--- src/rtl/axi_read_master.sv ---
// Single-burst AXI4 read master: command -> AR handshake -> R beats forwarded to a stream.
// Define AXI_READ_MASTER_RLAST_CHECK_EN to end bursts on beat count and flag rlast mismatches.
module axi_read_master #(
    parameter int ADDRESS_WIDTH = 8,
    parameter int DATA_WIDTH    = 32
) (
    input  logic                     aclk,
    input  logic                     rst,
    // Command
    input  logic                     cmd_valid,
    output logic                     cmd_ready,
    input  logic [ADDRESS_WIDTH-1:0] cmd_addr,
    input  logic [7:0]               cmd_len,
    // Read address channel
    output logic [ADDRESS_WIDTH-1:0] araddr,
    output logic [7:0]               arlen,
    output logic [2:0]               arsize,
    output logic [1:0]               arburst,
    output logic                     arvalid,
    input  logic                     arready,
    // Read data channel
    input  logic [DATA_WIDTH-1:0]    rdata,
    input  logic [1:0]               rresp,
    input  logic                     rlast,
    input  logic                     rvalid,
    output logic                     rready,
    // Output stream
    output logic [DATA_WIDTH-1:0]    out_data,
    output logic                     out_last,
    output logic                     out_valid,
    input  logic                     out_ready,
    // Status
    output logic                     done,
    output logic                     err,
    output logic [1:0]               dbg_state
);

    // Every channel uses valid/ready: a transfer happens on a rising edge where both are 1;
    // the sender holds payload stable while valid is high and ready is low.

    typedef enum logic [1:0] {
        IDLE = 2'd0,
        ADDR = 2'd1,
        DATA = 2'd2
    } state_t;

    localparam logic [2:0] ARSIZE = 3'($clog2(DATA_WIDTH / 8));

    state_t                   r_state;
    state_t                   w_next;
    logic [ADDRESS_WIDTH-1:0] r_araddr;
    logic [7:0]               r_arlen;
    logic [7:0]               r_beat_cnt;
    logic                     r_done;
    logic                     r_err;

    logic w_accept;
    logic w_ar_hs;
    logic w_beat;
    logic w_final;
    logic w_beat_err;

    assign w_accept = (r_state == IDLE) && cmd_valid;
    assign w_ar_hs  = (r_state == ADDR) && arready;
    assign w_beat   = (r_state == DATA) && rvalid && out_ready;

`ifdef AXI_READ_MASTER_RLAST_CHECK_EN
    logic w_cnt_last;
    assign w_cnt_last = (r_beat_cnt == r_arlen);
    assign w_final    = w_beat && w_cnt_last;
    // Early rlast and missing rlast on the counted last beat are both protocol errors.
    assign w_beat_err = w_beat && ((rresp != 2'b00) || (rlast != w_cnt_last));
`else
    assign w_final    = w_beat && rlast;
    assign w_beat_err = w_beat && (rresp != 2'b00);
`endif

    always_ff @(posedge aclk) begin
        if (rst) begin
            r_state <= IDLE;
        end else begin
            r_state <= w_next;
        end
    end

    always_comb begin
        w_next = r_state;
        case (r_state)
            IDLE:    if (w_accept) w_next = ADDR;
            ADDR:    if (w_ar_hs)  w_next = DATA;
            DATA:    if (w_final)  w_next = IDLE;
            default: w_next = IDLE;
        endcase
    end

    always_ff @(posedge aclk) begin
        if (rst) begin
            r_araddr   <= '0;
            r_arlen    <= '0;
            r_beat_cnt <= '0;
            r_done     <= 1'b0;
            r_err      <= 1'b0;
        end else begin
            r_done <= w_final;
            if (w_beat_err) begin
                r_err <= 1'b1;
            end
            if (w_accept) begin
                r_araddr <= cmd_addr;
                r_arlen  <= cmd_len;
            end
            if (w_ar_hs) begin
                r_beat_cnt <= '0;
            end else if (w_beat) begin
                r_beat_cnt <= r_beat_cnt + 8'd1;
            end
        end
    end

    // cmd_ready is gated by rst so a command cannot be lost during the reset cycle.
    assign cmd_ready = (r_state == IDLE) && !rst;
    assign araddr    = r_araddr;
    assign arlen     = r_arlen;
    assign arsize    = ARSIZE;
    assign arburst   = 2'b01;
    assign arvalid   = (r_state == ADDR);
    assign rready    = (r_state == DATA) && out_ready;
    assign out_data  = rdata;
    assign out_last  = (r_state == DATA) && rlast;
    assign out_valid = (r_state == DATA) && rvalid;
    assign done      = r_done;
    assign err       = r_err;
    assign dbg_state = r_state;

endmodule
--- config.mk ---
export PLATFORM = sky130hd
export DESIGN_NAME = axi_read_master
export DESIGN_NICKNAME = d
export VERILOG_FILES = /design/src/rtl/axi_read_master.sv
export SDC_FILE = /design/constraint.sdc
export NUM_CORES = 1
export LEC_CHECK = 0
export ABC_AREA = 1
export CAP_MARGIN = 40
export CORE_UTILIZATION = 30
export CTS_CLUSTER_SIZE = 10
export DETAILED_ROUTE_END_ITERATION = 12
export MAX_ROUTING_LAYER = met4
export PLACE_DENSITY = 0.85
export SYNTH_ARGS = -nofsm -noshare
export SYNTH_HDL_FRONTEND = slang
export SYNTH_SLANG_ARGS = --single-unit
--- constraint.sdc ---
create_clock -name aclk -period 3.02 [get_ports aclk]
set_input_delay 0.604 -clock aclk [delete_from_list [all_inputs] [get_ports aclk]]
set_output_delay 0.604 -clock aclk [all_outputs]
set_load 0.05 [all_outputs]
# [After elaboration in Yosys (flattened, before gate mapping)]
# Index checks and enable logic that the tools add are counted.
[word_totals] regBits=20 inputBits=57
[classes] eq_ne=5 n_reduce_logical=13 muxes=4
[op_table] cell="$logic_and 1x1->1" n=9
[op_table] cell="$mux 2" n=3
[op_table] cell="$pmux 2 s3" n=1
[op_table] cell="$ne 2x2->1 const B" n=2
[op_table] cell="$reduce_and 3->1" n=1
[op_table] cell="$eq 2x1->1 const B" n=1
[op_table] cell="$eq 2x2->1 const B" n=1
[op_table] cell="$logic_not 2->1" n=1
[op_table] cell="$ne 2x1->1 const B" n=1
[op_table] cell="$reduce_bool 2->1" n=1
[op_table] cell="$logic_not 1->1" n=1

# [Depth between registers and ports, before layout]
# Gate-level depths: netlist of the first run.
[logic_depth] depth_word=6 depth_mapped=6 mapped_depth_nobuf=5

# [Least setup slack after synthesis of the first run]
# No wires, ideal clock.
[synth_timing] path_kind="reg2out" start="register r_state[1] (netlist: dbg_state[1])" end="output out_last" path_slack_ns=0.855 path_stages_with_launch=3 required_time_ns=2.416 arrival_ns=1.561 cell_sequence="dfxtp_1 > nand2_1 > nor2_1"
[synth_via] elab_chain_len=2
[synth_rtl] element="start: declaration" line="49" source="state_t r_state;"
[synth_rtl] element="start signal: assignment" line="82" source="r_state <= w_next;"
[synth_rtl] element="$eq 2x2->1" line="129" source="assign out_last = (r_state == DATA) && rlast;"
[synth_rtl] element="$logic_and 1x1->1" line="129"
[synth_rtl] element="end: declaration" line="29" source="output logic out_last,"
# Every way passes these cells.

# [Worst setup path in the final report of the first run]
[layout_timing] start="input rlast" end="output out_last"
[layout_via] elab_chain_len=1
[layout_rtl] element="start: declaration" line="24" source="input logic rlast,"
[layout_rtl] element="$logic_and 1x1->1" line="129"
# Every way passes these cells.

==> summary.txt, run 1 <==
Slowest CP cell: clkdlybuf4s50_1
ANT cells: 0
Initial antenna violation count: 0
Gp weighted congestion: 0.584
Buffer levels on the longest clock path: 2
Filler Cell Count: 360
Number of global-route vias before repair: 823
Synth cell types: 18
Worst Path Arrival: 2060 ps
Commonest non-fill, non-tap cell in the layout: clkdlybuf4s50_1
DRT iter0 DRCs: 29
H-Tree Depth: 1
M3 GR Usage: 3.28%
Worst Path Buf+Inv: 3
Hold Crit Depth: 2
Final Hold Viols: 0
Nets: 212
GRT Total Usage: 11.9%
RSZ-0062 raised after global routing: false
Drt pass-1 iters: 4
Area of the mapped netlist: 1110 sq um
CP dominant cell by count: clkdlybuf4s50_1
Most frequent cells in the layout: clkdlybuf4s50_1 (48), nand2_1 (25), dfxtp_1 (20), nor2_1 (11)
Hold Path End: araddr[4]
I/O pins: 119
Die height: 62.9 microns
Cts hold-fix bufs: 0
EDFF count, synth: 0
Warning count from the yosys run: 0
Reg2reg path depth: 5
Max cap viols: 0
Data required, critical path: 2420 ps
Core Region: 3440 sq um
Slew margin rel.: 66.3%
Share of post-route cells with drive strength above 1: 19.5%
CP Cell Sequence: clkdlybuf4s50_1 > inv_1 > nor2_1 > clkdlybuf4s50_1
Area Overhead vs Synth: 28.6%
Vias: 825
Post-synthesis register bit count: 20
Startpoint Class: primary input
Worst IR Drop VDD: 0.212 mV
ANT nets after route: 0
Post-synthesis sequential area ratio: 36.0%
Delay-heaviest family, CP: buffers and inverters
Sink Count: 20
Mean Syn Cell Area: 8.05 sq um
Grt peak-use layer: met2
Met2 Use GR: 20.4%
Total power divided by cell area: 496 nW/um^2
Clock-pin slew on the worst setup and hold paths: 70 ps
Max Slew Vio Count: 0
First-pass GRT wire length: 3580 microns
DRT Wirelength: 2080 microns
Die area: 3950 sq um
Row cnt: 21
TritonCTS clock tree: yes
Post-CTS Resized: 0
Worst setup path category: in2out
Tightest Pin Transition: 503 ps
Pleak: 0.541 nW
F_max: 0.375 GHz
Initial Utilization: 32.3%
Worst R2R Setup Slack: 1800 ps
Primary FF master, synth: dfxtp_1
Post-Synthesis Cells: 138
Final cell count without fillers: 200
Root Buffer: clkbuf_8
Drt drc: 0
Cell taking the most area after synthesis: dfxtp_1
Chip width: 62.9 microns
Status: complete, no violations
Global Route met1 Usage: 11.8%
Yosys top cell area share: 36.0%
Area contributors post-synth: dfxtp_1 (36%), buf_4 (26%), nand2_1 (8.4%)
DR vias/cell: 4.13
Min-Delay Path Class: reg2reg
Final core utilization: 41.5%
Hold Startpoint: araddr[4]
Setup violations, final: 0
Hpwl dp: 1520 microns
Worst R2R End: araddr[6]
CP peak stage delay: 810 ps
Crit-path max FO: 2
Setup Buffers After CTS: 0
Clock skew: 3.51 ps
Largest net degree at the start of global routing: 21
Minimum clock period after layout: 2660 ps
Share of synthesized registers carrying an async set or reset: 0%
CP endpoint kind: output port
IO Port Bufs: 49
# placed instances: 196
CTS Buf Count: 3
Post-Route Setup TNS: 0 ps
Wire per inst: 10.4 microns
Hold slack: 466 ps
Launch point of the worst reg-to-reg path: dbg_state[1]
Clk_lat worst skew: 250 ps
Total gr overflow: 0
Final period util: 88.2%
where the power goes:
| group | switching (mW) | internal [mW] | total (mW) |
|---|---|---|---|
| logic | 0.137 | 0.0807 | 0.218 |
| registers | 0.00912 | 0.280 | 0.289 |
| clock network | 0.0859 | 0.116 | 0.202 |
flip-flops by register name (all words and copies together) (netlist names):
register,cells
done,1
arlen,8
araddr,8
err,1
dbg_state,2
cell usage after synthesis (2+ instances only):
master   instances
nor2_1          11
nor3_1           2
nand2_2         10
inv_2            2
nand2_1         25
conb_1           2
buf_4           38
dfxtp_1         20
a21oi_2         10
inv_1            4
a21oi_1          7
how the worst max path moves through the flow:
stage	slack, ps	start	cells after the start	to
after floorplan	860	dbg_state[1]	2	out_last
after global placement	380	out_ready	4	rready
after detailed placement	350	rlast	4	out_last
after CTS	350	rlast	4	out_last
after global routing	310	rvalid	4	out_valid
final	360	rlast	4	out_last
cell families (layout without fill, tap and decap cells):
| logic type | count (synthesis) | after routing | synth area share [%] |
|---|---|---|---|
| AND/OR/NAND/NOR | 50 | 50 | 20.8 |
| AO/OA/AOI/OAI | 18 | 18 | 11.6 |
| buffers and inverters | 48 | 61 | 30.9 |
| other | 2 | 5 | 0.676 |
| flip-flops | 20 | 20 | 36.0 |
per-stage QoR:
step	setup slack, ps	power (mW)	instance area, sq um
final	356	0.709	1430
after global routing	308	0.746	1430
after CTS	346	0.719	1430
after detailed placement	354	0.515	1370
after global placement	384	0.513	1370
after floorplan	855	0.555	1120
tightest hold or removal path, stage by stage (launching register included):
cell,delay [ps]
dfxtp_1,310
nand2_1,60
a21oi_1,50
routing by layer:
layer  routed length, microns  vias up
met5                        0        -
met4                       36        0
met3                      123        4
met2                     1070       42
met1                      851      364
li1                         -      415
final cells by class:
cell class              count  area [sq um]  share of cell area [%]
inverters                   7          28.8                    2.01
repair buffers             50           508                    35.6
clock buffers               4          55.1                    3.85
well taps                  46          57.6                    4.03
multi-input cells          73           379                    26.5
flip-flops and latches     20           400                    28.0
(Power assumes the default switching activity.)
==> inputs of run 2 (changes only) <==
--- a/config.mk
+++ b/config.mk
@@ -8,6 +8,7 @@
 export ABC_AREA = 1
 export CAP_MARGIN = 40
 export CORE_UTILIZATION = 30
+export CTS_BUF_LIST = sky130_fd_sc_hd__clkbuf_4 sky130_fd_sc_hd__clkbuf_8 sky130_fd_sc_hd__clkbuf_16
 export CTS_CLUSTER_SIZE = 10
 export DETAILED_ROUTE_END_ITERATION = 12
 export MAX_ROUTING_LAYER = met4
==> results of run 2 <==
Final layout, timing and power as in run 1 (identical DEF).
